==> src/rtl/seven_seg_scan_driver_if.sv <==
// Host-facing bundle of the seven-segment scan driver: display word inputs,
// load strobe, lamp test, and the multiplexed anode/segment drives.
interface seven_seg_scan_driver_if #(
    parameter int NUM_DIGITS = 4
);
    logic [4*NUM_DIGITS-1:0] digits_in;
    logic [NUM_DIGITS-1:0]   dp_in;
    logic [NUM_DIGITS-1:0]   en_in;
    logic                    load;
    logic                    lamp_test;

    logic [NUM_DIGITS-1:0]   an;
    logic [6:0]              seg;
    logic                    dp;
    logic                    frame_done;
    logic                    pending;

    modport master (
        output digits_in, dp_in, en_in, load, lamp_test,
        input  an, seg, dp, frame_done, pending
    );

    modport slave (
        input  digits_in, dp_in, en_in, load, lamp_test,
        output an, seg, dp, frame_done, pending
    );
endinterface

==> src/rtl/seven_seg_scan_driver.sv <==
// Time-multiplexed common-anode 7-segment driver: MSD-first scan, per-slot
// anode blanking, and a double-buffered display word committed at frame ends.
module seven_seg_scan_driver #(
    parameter int NUM_DIGITS   = 4,
    parameter int DWELL_CYCLES = 16,
    parameter int BLANK_CYCLES = 2
) (
    input  logic                 CLKDV,
    input  logic                 rst_de,
    seven_seg_scan_driver_if.slave bus
);

    localparam int IDX_W = (NUM_DIGITS > 1)   ? $clog2(NUM_DIGITS)   : 1;
    localparam int CYC_W = (DWELL_CYCLES > 1) ? $clog2(DWELL_CYCLES) : 1;

    localparam logic [IDX_W-1:0] IDX_TOP   = IDX_W'(NUM_DIGITS - 1);
    localparam logic [CYC_W-1:0] CYC_TOP   = CYC_W'(DWELL_CYCLES - 1);
    localparam logic [CYC_W-1:0] CYC_BLANK = CYC_W'(BLANK_CYCLES);

    typedef struct packed {
        logic [4*NUM_DIGITS-1:0] digits;
        logic [NUM_DIGITS-1:0]   dp;
        logic [NUM_DIGITS-1:0]   en;
    } disp_t;

    localparam disp_t DISP_RST = '{digits: '0, dp: '0, en: '1};

    function automatic logic [6:0] hex7(input logic [3:0] v);
        logic [6:0] s;
        unique case (v)
            4'h0: s = 7'h01;
            4'h1: s = 7'h4F;
            4'h2: s = 7'h12;
            4'h3: s = 7'h06;
            4'h4: s = 7'h4C;
            4'h5: s = 7'h24;
            4'h6: s = 7'h20;
            4'h7: s = 7'h0F;
            4'h8: s = 7'h00;
            4'h9: s = 7'h04;
            4'hA: s = 7'h08;
            4'hB: s = 7'h60;
            4'hC: s = 7'h31;
            4'hD: s = 7'h42;
            4'hE: s = 7'h30;
            4'hF: s = 7'h38;
        endcase
        return s;
    endfunction

    logic [CYC_W-1:0]      cyc_q, cyc_d;
    logic [IDX_W-1:0]      idx_q, idx_d;
    disp_t                 shadow_q, shadow_d;
    disp_t                 active_q, active_d;
    logic                  pending_q, pending_d;
    logic [NUM_DIGITS-1:0] an_q, an_d;
    logic [6:0]            seg_q, seg_d;
    logic                  dp_q, dp_d;
    logic                  frame_done_q, frame_done_d;

    disp_t      load_word;
    logic       slot_end;
    logic       boundary;
    logic [3:0] cur_digit;
    logic       cur_dp;
    logic       cur_en;
    logic       lit;

    assign load_word = {bus.digits_in, bus.dp_in, bus.en_in};
    assign slot_end  = (cyc_q == CYC_TOP);
    assign boundary  = slot_end && (idx_q == '0);

    // NOTE: every always_comb output gets a default first so no path leaves it unassigned (no latch).
    always_comb begin
        cyc_d        = slot_end ? '0 : cyc_q + 1'b1;
        idx_d        = idx_q;
        shadow_d     = shadow_q;
        active_d     = active_q;
        pending_d    = pending_q;
        cur_digit    = '0;
        cur_dp       = 1'b0;
        cur_en       = 1'b0;
        an_d         = '1;
        seg_d        = 7'h7F;
        dp_d         = 1'b1;
        frame_done_d = boundary;

        if (slot_end) begin
            idx_d = (idx_q == '0) ? IDX_TOP : idx_q - 1'b1;
        end

        if (bus.load) begin
            shadow_d = load_word;
        end

        // A load on the boundary cycle goes straight to the active word.
        if (boundary) begin
            if (bus.load) begin
                active_d = load_word;
            end else if (pending_q) begin
                active_d = shadow_q;
            end
            pending_d = 1'b0;
        end else if (bus.load) begin
            pending_d = 1'b1;
        end

        for (int k = 0; k < NUM_DIGITS; k++) begin
            if (idx_q == IDX_W'(k)) begin
                cur_digit = active_q.digits[4*k +: 4];
                cur_dp    = active_q.dp[k];
                cur_en    = active_q.en[k];
            end
        end

        lit = (cyc_q >= CYC_BLANK) && cur_en;

        for (int k = 0; k < NUM_DIGITS; k++) begin
            an_d[k] = !(lit && (idx_q == IDX_W'(k)));
        end

        if (lit) begin
            seg_d = bus.lamp_test ? 7'h00 : hex7(cur_digit);
            dp_d  = bus.lamp_test ? 1'b0  : ~cur_dp;
        end
    end

    // NOTE: sequential state uses non-blocking assignments so all flops update from pre-edge values.
    // NOTE: the display buffers are reset too, so a reset mid-frame discards any queued word.
    always_ff @(posedge CLKDV or posedge rst_de) begin
        if (rst_de) begin
            cyc_q        <= '0;
            idx_q        <= IDX_TOP;
            shadow_q     <= DISP_RST;
            active_q     <= DISP_RST;
            pending_q    <= 1'b0;
            an_q         <= '1;
            seg_q        <= 7'h7F;
            dp_q         <= 1'b1;
            frame_done_q <= 1'b0;
        end else begin
            cyc_q        <= cyc_d;
            idx_q        <= idx_d;
            shadow_q     <= shadow_d;
            active_q     <= active_d;
            pending_q    <= pending_d;
            an_q         <= an_d;
            seg_q        <= seg_d;
            dp_q         <= dp_d;
            frame_done_q <= frame_done_d;
        end
    end

    assign bus.an         = an_q;
    assign bus.seg        = seg_q;
    assign bus.dp         = dp_q;
    assign bus.frame_done = frame_done_q;
    assign bus.pending    = pending_q;

endmodule

==> src/flat_wrapper.sv <==
// flat-port wrapper written by rule: the top's interface ports become plain ports
module seven_seg_scan_driver_flat 
#(
    parameter int NUM_DIGITS   = 4,
    parameter int DWELL_CYCLES = 16,
    parameter int BLANK_CYCLES = 2
)
  (CLKDV, rst_de, bus_digits_in, bus_dp_in, bus_en_in, bus_load, bus_lamp_test, bus_an, bus_seg, bus_dp, bus_frame_done, bus_pending);
  seven_seg_scan_driver_if #(.NUM_DIGITS(NUM_DIGITS)) bus_i ();
  input  logic CLKDV;
  input  logic rst_de;
  input wire logic [$bits(bus_i.digits_in)-1:0] bus_digits_in;
  input wire logic [$bits(bus_i.dp_in)-1:0] bus_dp_in;
  input wire logic [$bits(bus_i.en_in)-1:0] bus_en_in;
  input wire logic [$bits(bus_i.load)-1:0] bus_load;
  input wire logic [$bits(bus_i.lamp_test)-1:0] bus_lamp_test;
  output wire logic [$bits(bus_i.an)-1:0] bus_an;
  output wire logic [$bits(bus_i.seg)-1:0] bus_seg;
  output wire logic [$bits(bus_i.dp)-1:0] bus_dp;
  output wire logic [$bits(bus_i.frame_done)-1:0] bus_frame_done;
  output wire logic [$bits(bus_i.pending)-1:0] bus_pending;
  assign bus_i.digits_in = bus_digits_in;
  assign bus_i.dp_in = bus_dp_in;
  assign bus_i.en_in = bus_en_in;
  assign bus_i.load = bus_load;
  assign bus_i.lamp_test = bus_lamp_test;
  assign bus_an = bus_i.an;
  assign bus_seg = bus_i.seg;
  assign bus_dp = bus_i.dp;
  assign bus_frame_done = bus_i.frame_done;
  assign bus_pending = bus_i.pending;
  seven_seg_scan_driver #(.NUM_DIGITS(NUM_DIGITS), .DWELL_CYCLES(DWELL_CYCLES), .BLANK_CYCLES(BLANK_CYCLES)) u_core (.CLKDV(CLKDV), .rst_de(rst_de), .bus(bus_i));
endmodule
==> config.mk <==
export PLATFORM = sky130hd
export DESIGN_NAME = seven_seg_scan_driver_flat
export DESIGN_NICKNAME = d
export VERILOG_FILES = /design/src/rtl/seven_seg_scan_driver_if.sv /design/src/rtl/seven_seg_scan_driver.sv /design/src/flat_wrapper.sv
export SDC_FILE = /design/constraint.sdc
export NUM_CORES = 1
export LEC_CHECK = 0
export BUFFER_PORTS_ARGS = -buffer_cell sky130_fd_sc_hd__buf_2
export CAP_MARGIN = 25
export CORE_MARGIN = 8
export CORE_UTILIZATION = 61
export CTS_BUF_LIST = sky130_fd_sc_hd__clkbuf_16
export CTS_CLUSTER_DIAMETER = 120
export DETAILED_ROUTE_END_ITERATION = 6
export GPL_TIMING_DRIVEN = 0
export PLACE_DENSITY_LB_ADDON = 0.1
export SYNTH_ARGS = -nofsm -noshare
export SYNTH_HDL_FRONTEND = slang
export SYNTH_SLANG_ARGS = --single-unit
==> constraint.sdc <==
create_clock -name CLKDV -period 4.5 [get_ports CLKDV]
set_input_delay 0.225 -clock CLKDV [delete_from_list [all_inputs] [get_ports CLKDV]]
set_output_delay 0.225 -clock CLKDV [all_outputs]
set_load 0.01 [all_outputs]
==> results.json, run 1 <==
{
  "crit_fanout": 8,
  "dieArea_sq_um": 7620,
  "cp_top_family": "compound AO/OA/AOI/OAI gates",
  "drv_cap": 0,
  "drtIter0Drc": 59,
  "grt_pass1_wl_mm": 9.280,
  "synth_top_cell_by_area": "dfrtp_1",
  "cts.reportedPaths.clkPinSlew_ns": 0.05,
  "worstSetupStartpointType": "flip-flop",
  "viasPerCell": 5.353,
  "syn_avg_cell_area_sq_um": 13.25,
  "synth.ff_latch_count": 68,
  "post_cts_resized": 0,
  "start_util": 0.6189,
  "rsz0062_at_grt": "false",
  "fin_tns_setup_ns": 0,
  "root_buffer": "clkbuf_16",
  "die_h_microns": 87.30,
  "antenna_found_initial": 0,
  "crit_type": "flip-flop to flip-flop",
  "ant_nets": 0,
  "async_flop_share": 1.000,
  "first_global_vias": 1954,
  "fp.dieW_microns": 87.30,
  "clock-sinks": 68,
  "reg2reg_from": "u_core.idx_q[0]",
  "layout_setup_ws_ns": 1.805,
  "syn_nets": 275,
  "hold_class": "input port to async pin",
  "power_leakage_nw": 1.604,
  "cp_slowest_cell": "dfstp_2",
  "layout_commonest_cell": "dfrtp_1",
  "finalPower_mw": 1.453,
  "maxSlewHeadroom": 0.5302,
  "synth_top_cells_by_area": "dfrtp_1, dfstp_2, mux2_2",
  "rows": 26,
  "r2r_end": "u_core.bus.seg[6]",
  "end_kind": "flip-flop",
  "setup_viol": 0,
  "cts_buffers": 9,
  "dp_slack_ns": 1.835,
  "final_cell_mix": "dfrtp_1, mux2_2, buf_2",
  "clk_path_buf_depth": 2,
  "p_per_area_nw_per_um2": 394.7,
  "reg2reg_slack_ns": 1.81,
  "syn_area_sq_um": 3100,
  "cts_hold_buf": 0,
  "n_antenna_cell": 0,
  "wirelength_mm": 5.641,
  "gr-total-overflow": 0,
  "ys_seq_area_frac": 0.5577,
  "routedWlPerCell_microns": 15.67,
  "fin_nets": 326,
  "ios": 42,
  "ir_drop_uv": 333.6,
  "rr_worst_depth": 10,
  "cp.required_ns": 4.74,
  "yosysTopAreaCellShare": 0.3713,
  "hpwlAfterDp_mm": 3.921,
  "cts_tree": "done",
  "arrival_ns": 2.94,
  "clk_latency_ns": 0.32,
  "final_core_util": 0.7348,
  "drc": 0,
  "dr.pass1.iters": 4,
  "synth_edf_count": 0,
  "cts_setup_buffers": 0,
  "finalMaxSlewViolations": 0,
  "status": "complete, no violations",
  "grt_start_max_net_pins": 36,
  "vias": 1927,
  "tightest_slew_ns": 0.7037,
  "fin_crit_sh": 0.5989,
  "path_cells": "inv_1 -> ha_1 -> nor2b_1 -> a221o_1 -> a22oi_4 -> inv_1 -> ha_1 -> mux2_1 -> nand2_1 -> nand3_1",
  "synth-main-ff-cell": "dfrtp_1",
  "clock_skew_ns": 0.005200,
  "synthCells": 234,
  "max_stage_delay_ns": 0.57,
  "yosysUniqueCellTypes": 44,
  "core_area_sq_um": 5010,
  "io_buffer_count": 39,
  "globalplace.congestion": 0.8229,
  "yosysWarningCount": 0,
  "drive_above_1_share": 0.4448,
  "fin_crit_ns": 2.695,
  "hold_viol": 0,
  "cts-htree-levels": 3,
  "worstPathBufferInverterCount": 2,
  "holdWs_ns": 0.01515,
  "syn2layout_area_growth_pct": 18.72,
  "fmax_mhz": 371.1,
  "grt_usage": 0.1615
}
==> worst max path at each step <==
stage | start | end | slack, ns | depth (start not counted)
floorplan | u_core.idx_q[0] | u_core.bus.seg[6] | 2.14 | 10
global route | u_core.idx_q[0] | u_core.bus.seg[6] | 1.64 | 10
finish | u_core.idx_q[0] | u_core.bus.seg[6] | 1.81 | 10
CTS | u_core.idx_q[0] | u_core.bus.seg[6] | 1.81 | 10
global placement | u_core.idx_q[0] | u_core.bus.seg[6] | 1.84 | 10
detailed placement | u_core.idx_q[0] | u_core.bus.seg[6] | 1.84 | 10
==> synthesized netlist by cell type (5+ instances only) <==
| master | n |
|---|---|
| inv_1 | 10 |
| dfstp_2 | 22 |
| nor2_1 | 8 |
| dfrtp_1 | 46 |
| ha_1 | 13 |
| o21ai_0 | 9 |
| nand2_1 | 14 |
| nand3_1 | 5 |
| nor2b_1 | 7 |
| mux2_2 | 44 |
==> power breakdown <==
| part | switching, mW | internal (mW) |
|---|---|---|
| Clock | 0.227 | 0.416 |
| Combinational | 0.0659 | 0.0649 |
| Sequential | 0.0175 | 0.661 |
==> state kept, by name (all words and copies together), names as in the netlist <==
name and cells:
u_core.shadow_q 24, u_core.bus.frame_done 1, u_core.idx_q 2, u_core.bus.an 4, u_core.bus.dp 1, u_core.cyc_q 4, u_core.active_q 24, u_core.bus.pending 1
u_core.bus.seg 7
==> per-layer routing <==
metal	wire length, microns	vias to the layer above	global-route usage	part of all wire
met5	0	-	0	0
met4	79	0	0.07031	0.014
met3	285	9	0.04717	0.051
met2	2634	46	0.2507	0.47
met1	2641	941	0.2039	0.47
li1	-	931	-	-
==> per-stage QoR <==
step / instance area, sq um / cells
2_1_floorplan: 3100 / 234
3_3_place_gp: 3383 / 343
3_5_place_dp: 3403 / 344
4_1_cts: 3681 / 360
5_1_grt: 3681 / 360
6_report: 3681 / 360
==> layout make-up <==
cell class / instances / area, sq um
buffer: 11 / 81.33
fill: 364 / 1329
sequential: 68 / 1729
tap: 70 / 87.58
clock buffer: 9 / 225.2
clock inverter: 7 / 52.55
inverter: 10 / 37.54
timing repair buffer: 40 / 215.2
multi-input combinational: 145 / 1252
==> cells by family after synthesis <==
family	Yosys count	synth area share
DFF	68	0.5577
muxes	49	0.1772
and+or+nand+nor	48	0.07950
AOI/OAI and AO/OA	34	0.09201
buffers and inverters	21	0.03834
adders and majority gates	13	0.05246
xor gates and xnor gates	1	0.002825
Note: power is estimated with default switching activity, not from simulation.
==> run 2, diff against run 1 <==
--- a/config.mk
+++ b/config.mk
@@ -5,10 +5,11 @@
 export SDC_FILE = /design/constraint.sdc
 export NUM_CORES = 1
 export LEC_CHECK = 0
+export ABC_AREA = 1
 export BUFFER_PORTS_ARGS = -buffer_cell sky130_fd_sc_hd__buf_2
 export CAP_MARGIN = 25
 export CORE_MARGIN = 8
-export CORE_UTILIZATION = 61
+export CORE_UTILIZATION = 51
 export CTS_BUF_LIST = sky130_fd_sc_hd__clkbuf_16
 export CTS_CLUSTER_DIAMETER = 120
 export DETAILED_ROUTE_END_ITERATION = 6
==> constraint.sdc (replaced) <==
create_clock -name CLKDV -period 2.2 [get_ports CLKDV]
set_input_delay 0.11 -clock CLKDV [delete_from_list [all_inputs] [get_ports CLKDV]]
set_output_delay 0.11 -clock CLKDV [all_outputs]
set_load 0.01 [all_outputs]
==> run 2 against run 1 <==
Via count grew 28%. Critical path type unchanged. Routed wire length grew 18%. Synthesized cell count grew 50%. Clock power grew 130%.
==> results.json, run 2 <==
{
  "maxSlewHeadroom": 0.6296,
  "worstSetupStartpointType": "flip-flop",
  "viasPerCell": 5.076,
  "core_area_sq_um": 5921,
  "rows": 28,
  "crit_fanout": 10,
  "path_cells": "inv_1 -> ha_1 -> buf_6 -> a21oi_1 -> nand2_2 -> nand2_4 -> ha_2 -> inv_1 -> nand2_1 -> nand3_1 -> nand2_1 -> nand2_1 -> nand2_1",
  "wirelength_mm": 6.674,
  "grt_start_max_net_pins": 43,
  "synth_top_family_by_area": "simple AND/OR/NAND/NOR gates",
  "syn_nets": 393,
  "busiest_layer": "met2",
  "crit_type": "flip-flop to flip-flop",
  "synth_edf_count": 0,
  "grt_pass1_wl_mm": 11.54,
  "yosysUniqueCellTypes": 29,
  "dp_slack_ns": -0.1054,
  "drv_cap": 0,
  "synthCells": 352,
  "cts.reportedPaths.clkPinSlew_ns": 0.05,
  "setup_viol": 0,
  "drc": 0,
  "arrival_ns": 2.32,
  "layout_commonest_cell": "nand2_1",
  "syn_avg_cell_area_sq_um": 8.833,
  "dr.pass1.iters": 4,
  "clock_skew_ns": 0.009029,
  "synth_compound_area_frac": 0.09698,
  "fin_nets": 446,
  "drtIter0Drc": 127,
  "synthTopCellsByCount": "nand2_1, dfrtp_1, inv_1, dfstp_2, nor2_1",
  "synth_top_cells_by_area": "dfrtp_1, dfstp_2, nand2_1",
  "async_flop_share": 1.000,
  "final_cells": 485,
  "cp.required_ns": 2.46,
  "cts_tree": "done",
  "cp_slowest_cell": "dfstp_2",
  "p_per_area_nw_per_um2": 825.7,
  "grt_usage": 0.1652,
  "clk_path_buf_depth": 2,
  "rsz0062_at_grt": "true",
  "finalMaxSlewViolations": 0,
  "gr-total-overflow": 0,
  "ys_seq_area_frac": 0.5561,
  "die_h_microns": 94.08,
  "status": "complete, no violations",
  "antenna_found_initial": 0,
  "layout_setup_ws_ns": 0.1395,
  "synth-main-ff-cell": "dfrtp_1",
  "clk_latency_ns": 0.33,
  "met2_usage": 0.2684,
  "ant_nets": 0,
  "synthSimpleGateAreaFrac": 0.2278,
  "fp.dieW_microns": 94.08,
  "power_leakage_nw": 1.866,
  "n_antenna_cell": 0,
  "synth-xor-area-share": 0.002817,
  "end_kind": "flip-flop",
  "syn_area_sq_um": 3109,
  "synth_top_cell_by_area": "dfrtp_1",
  "grtUsageMet3": 0.03837,
  "globalplace.congestion": 0.8236,
  "first_global_vias": 2511,
  "cts-htree-levels": 3,
  "start_util": 0.5251,
  "io_buffer_count": 40,
  "path_common_cell": "nand2_1",
  "synth-adder-area-share": 0.05231,
  "hold_viol": 0,
  "final_cell_mix": "nand2_1, dfrtp_1, buf_2",
  "routedWlPerCell_microns": 13.76,
  "fin_crit_ns": 2.060,
  "yosysTopAreaCellShare": 0.3702,
  "cts_buffers": 9,
  "max_stage_delay_ns": 0.54,
  "ir_drop_uv": 441.7,
  "syn2layout_area_growth_pct": 23.02,
  "fmax_mhz": 485.3,
  "muxShareOfSynthArea": 0,
  "root_buffer": "clkbuf_16",
  "tightest_slew_ns": 0.5548,
  "drive_above_1_share": 0.2805,
  "synth.ff_latch_count": 68,
  "synthMostInstantiatedCell": "nand2_1",
  "grtUsageMet1": 0.2096,
  "ios": 42,
  "dieArea_sq_um": 8851,
  "yosysWarningCount": 0,
  "fin_crit_sh": 0.9366,
  "hpwlAfterDp_mm": 4.812,
  "vias": 2462,
  "clock-sinks": 68,
  "placed_cells": 468,
  "hold_class": "input port to flip-flop"
}
run 2: area by class of cell:
cell class / instances / area (sq um)
Fill cell: 534 / 2096
Multi-Input combinational cell: 241 / 1234
Clock buffer: 9 / 225.2
Buffer: 13 / 93.84
Timing Repair Buffer: 43 / 240.2
Inverter: 29 / 118.9
Sequential cell: 68 / 1729
Clock inverter: 7 / 90.09
Tap cell: 75 / 93.84
run 2: critical path: cells and delay by family, from the launching register on:
| kind | cells | cell delay, ns |
|---|---|---|
| compound gates | 1 | 0.20 |
| fa+ha+maj | 2 | 0.40 |
| buf+inv | 3 | 0.27 |
| flops | 1 | 0.54 |
| simple gates | 7 | 0.59 |
run 2: power by group:
group          leakage (nW)  internal [mW]  switching [mW]  total (mW)
combinational         0.919          0.104           0.178       0.282
clock                 0.155          0.987           0.518        1.50
sequential            0.793           1.34          0.0312        1.37
total                  1.87           2.43           0.727        3.16
run 2: final timing paths:
kind / from / cells past startpoint / endpoint / slack [ns]
worst min-delay path: bus_dp_in[1] / 3 / u_core.shadow_q[5] / 0.006
max in group asynchronous: rst_de / 4 / u_core.bus.seg[0] / 1.15
worst max-delay path: u_core.idx_q[0] / 13 / u_core.bus.seg[3] / 0.14
min in group asynchronous: rst_de / 3 / u_core.active_q[12] / 0.38
worst min register to register: u_core.shadow_q[9] / 2 / u_core.shadow_q[9] / 0.46
worst max register to register: u_core.idx_q[0] / 13 / u_core.bus.seg[3] / 0.14
run 2: per-layer routing:
layer	vias up	wire, microns
met5	-	0
met4	0	119
met3	11	397
met2	69	3160
met1	1153	2996
li1	1229	-
run 2: cells by family (layout without fill, tap and decap cells):
family                     Yosys count  after routing
DFF                                 68             68
and+or+nand+nor                    176            176
buffers and inverters               43            101
xor gates and xnor gates             1              1
AOI/OAI and AO/OA                   51             51
adders and majority gates           13             13
run 2: per-stage QoR:
stage / cell area [sq um] / utilization / power (mW) / setup TNS, ns / hold WS (ns)
floorplan: 3109 / - / 1.572 / 0 / 0.2138
finish: 3825 / 0.6460 / 3.158 / 0 / 0.005689
global route: 3825 / 0.6460 / 3.281 / -0.01321 / 0.01824
detailed placement: 3423 / 0.5782 / 1.660 / -0.4518 / 0.1975
CTS: 3761 / 0.6352 / 3.167 / 0 / 0.0003945
global placement: 3403 / 0.5748 / 1.649 / -18.72 / 0.3310
run 2: timing repair:
item / in CTS / in global routing
hold buffers: 2 / 0
buffers inserted: 0 / 0
pin swaps: 1 / 2
endpoints found under the setup margin: 7 / 7
resized for setup: 4 / 23
hold endpoints to repair: 16 / 0
==> run 3, diff against run 2 <==
--- a/config.mk
+++ b/config.mk
@@ -5,7 +5,6 @@
 export SDC_FILE = /design/constraint.sdc
 export NUM_CORES = 1
 export LEC_CHECK = 0
-export ABC_AREA = 1
 export BUFFER_PORTS_ARGS = -buffer_cell sky130_fd_sc_hd__buf_2
 export CAP_MARGIN = 25
 export CORE_MARGIN = 8
==> run 3 against run 2 <==
The run now ends with negative setup slack left. Cell area up 7.0%. Critical endpoint is now u_core.bus.seg[6]. Sequential cell count is the same. Largest cell class unchanged. Combinational power grew 20%. Die area decreased by 0.23%. Utilization increased by 4.9 points. Global-route usage is 1.5 points lower. Total power is 5.3% higher. Sequential power about the same. Fmax shrank 9.4%.
==> results.json, run 3 (same netlist as run 1, synthesis figures left out) <==
{
  "start_util": 0.5268,
  "fill_cells": 422,
  "drv_cap": 0,
  "root_buffer": "clkbuf_16",
  "fin_crit_sh": 1.034,
  "arrival_ns": 2.53,
  "switching_share": 0.2120,
  "reg2reg_slack_ns": -0.07,
  "seqCellArea_sq_um": 1729,
  "rr_worst_depth": 10,
  "clock_skew_ns": 0.007909,
  "combPwrFrac": 0.102,
  "crit_type": "flip-flop to flip-flop",
  "met1Wirelength_mm": 2.850,
  "final_cell_mix": "dfrtp_1, mux2_2, buf_2",
  "grt_pass1_wl_mm": 10.25,
  "pwr-share-clk": 0.480,
  "viasPerCell": 5.333,
  "finalPower_mw": 3.324,
  "dr_wl_met2_mm": 3.024,
  "clk_path_buf_depth": 2,
  "ir_drop_uv": 552.9,
  "failed_checks": "negative setup slack",
  "rows": 28,
  "syn2layout_area_growth_pct": 31.96,
  "first_global_vias": 2122,
  "cp_slowest_cell": "dfstp_2",
  "end_kind": "flip-flop",
  "fin_crit_ns": 2.274,
  "wirelength_mm": 6.325,
  "ios": 42,
  "crit_fanout": 7,
  "layout_setup_ws_ns": -0.07374,
  "fp.dieW_microns": 93.97,
  "p_switching_mw": 0.7046,
  "p_per_area_nw_per_um2": 812.4,
  "drive_above_1_share": 0.5654,
  "wl_met3_microns": 338,
  "globalplace.congestion": 0.7736,
  "gr-total-overflow": 0,
  "cts_buffers": 9,
  "cellInternalPower_mw": 2.619,
  "cts-htree-levels": 3,
  "worstSetupStartpointType": "flip-flop",
  "die_h_microns": 93.97,
  "rsz0062_at_grt": "true",
  "layout_commonest_cell": "dfrtp_1",
  "vias": 2032,
  "sequentialPowerShare": 0.418,
  "antenna_found_initial": 0,
  "grt_usage": 0.1502,
  "drc": 0,
  "dr.pass1.iters": 4,
  "cts.reportedPaths.clkPinSlew_ns": 0.05,
  "reg2reg_from": "u_core.idx_q[1]",
  "fmax_mhz": 439.8,
  "cts_tree": "done",
  "clock-sinks": 68,
  "ant_nets": 0,
  "routedWlPerCell_microns": 16.60,
  "r2r_end": "u_core.bus.seg[6]",
  "setup_viol": 5,
  "tightest_slew_ns": 0.7108,
  "highest_layer": "met4",
  "path_cells": "inv_4 -> ha_4 -> buf_6 -> nand3b_1 -> a221oi_4 -> inv_4 -> ha_4 -> mux2_4 -> nand2_2 -> nand3_2",
  "finalMaxSlewViolations": 0,
  "min_from": "bus_en_in[1]",
  "maxSlewHeadroom": 0.5254,
  "max_stage_delay_ns": 0.57,
  "hold_viol": 0,
  "multiInputGateArea_sq_um": 1446,
  "fin_tns_setup_ns": -0.2607,
  "fin_nets": 342,
  "hold_class": "input port to flip-flop",
  "dieArea_sq_um": 8830,
  "drtIter0Drc": 59,
  "grt_start_max_net_pins": 36,
  "hold_depth": 2,
  "status": "complete, but fails checks",
  "core_area_sq_um": 5886,
  "holdPathEnd": "u_core.shadow_q[1]",
  "n_antenna_cell": 0,
  "cp.required_ns": 2.45,
  "clk_latency_ns": 0.33,
  "hpwlAfterDp_mm": 4.093,
  "power_leakage_nw": 1.711,
  "io_buffer_count": 39
}
==> run 3: stage by stage <==
step,hold slack [ns],worst slack [ns],utilization,cells,area [sq um]
finish,0.02417,-0.07374,0.6952,381,4091
detailed placement,0.2631,-0.1748,0.5929,349,3490
global placement,0.3629,-0.3831,0.5895,348,3470
global route,0.02426,-0.1862,0.6952,381,4091
floorplan,0.2742,-0.003890,-,234,3181
CTS,0.01837,-0.06358,0.6673,375,3928
==> run 3: worst max-delay path by stage <==
stage | startpoint | endpoint | slack [ns] | depth (start not counted)
4_1_cts | u_core.idx_q[1] | u_core.bus.seg[6] | -0.06 | 10
5_1_grt | u_core.idx_q[1] | u_core.bus.seg[6] | -0.19 | 10
2_1_floorplan | u_core.idx_q[0] | u_core.bus.seg[6] | -0.004 | 10
3_3_place_gp | rst_de | u_core.cyc_q[2] | -0.38 | 2
3_5_place_dp | u_core.idx_q[1] | u_core.bus.seg[0] | -0.17 | 9
6_report | u_core.idx_q[1] | u_core.bus.seg[6] | -0.07 | 10
==> run 3: timing repair <==
action | CTS | global route
pin swaps | 9 | 14
buffers inserted | 9 | 6
hold buffers | 1 | 0
setup endpoints to repair | 7 | 7
endpoints found under the hold margin | 23 | 0
gates cloned | 0 | 0
gates resized for setup | 5 | 24
==> run 3: cell type report <==
| class | instances | share of cell area |
|---|---|---|
| Inverter | 10 | 0.01162 |
| Buffer | 11 | 0.02324 |
| Sequential cell | 68 | 0.4226 |
| Clock buffer | 9 | 0.05505 |
| Tap cell | 75 | 0.02294 |
| Timing Repair Buffer | 56 | 0.08440 |
| Clock inverter | 7 | 0.02661 |
| Multi-Input combinational cell | 145 | 0.3535 |
==> run 3: critical path: cells and delay by family (launching register included) <==
kind | cells | cell delay, ns
simple gates | 3 | 0.31
fa+ha+maj | 2 | 0.35
flops | 1 | 0.57
buf+inv | 3 | 0.29
mux | 1 | 0.27
compound gates | 1 | 0.39
==> run 3: power by group through the flow <==
stage / Combinational (mW) / Clock (mW) / Sequential, mW
after floorplan: 0.209 / 0 / 1.39
final: 0.339 / 1.60 / 1.39
after CTS: 0.292 / 1.62 / 1.39
after global routing: 0.373 / 1.68 / 1.40
after global placement: 0.268 / 0 / 1.40
after detailed placement: 0.278 / 0 / 1.41
==> run 3: layer usage <==
metal  vias to the layer above  global-route usage
met5                         -                   0
met4                         0             0.06209
met3                        11             0.06075
met2                        39              0.2270
met1                      1027              0.1859
li1                        955                   -
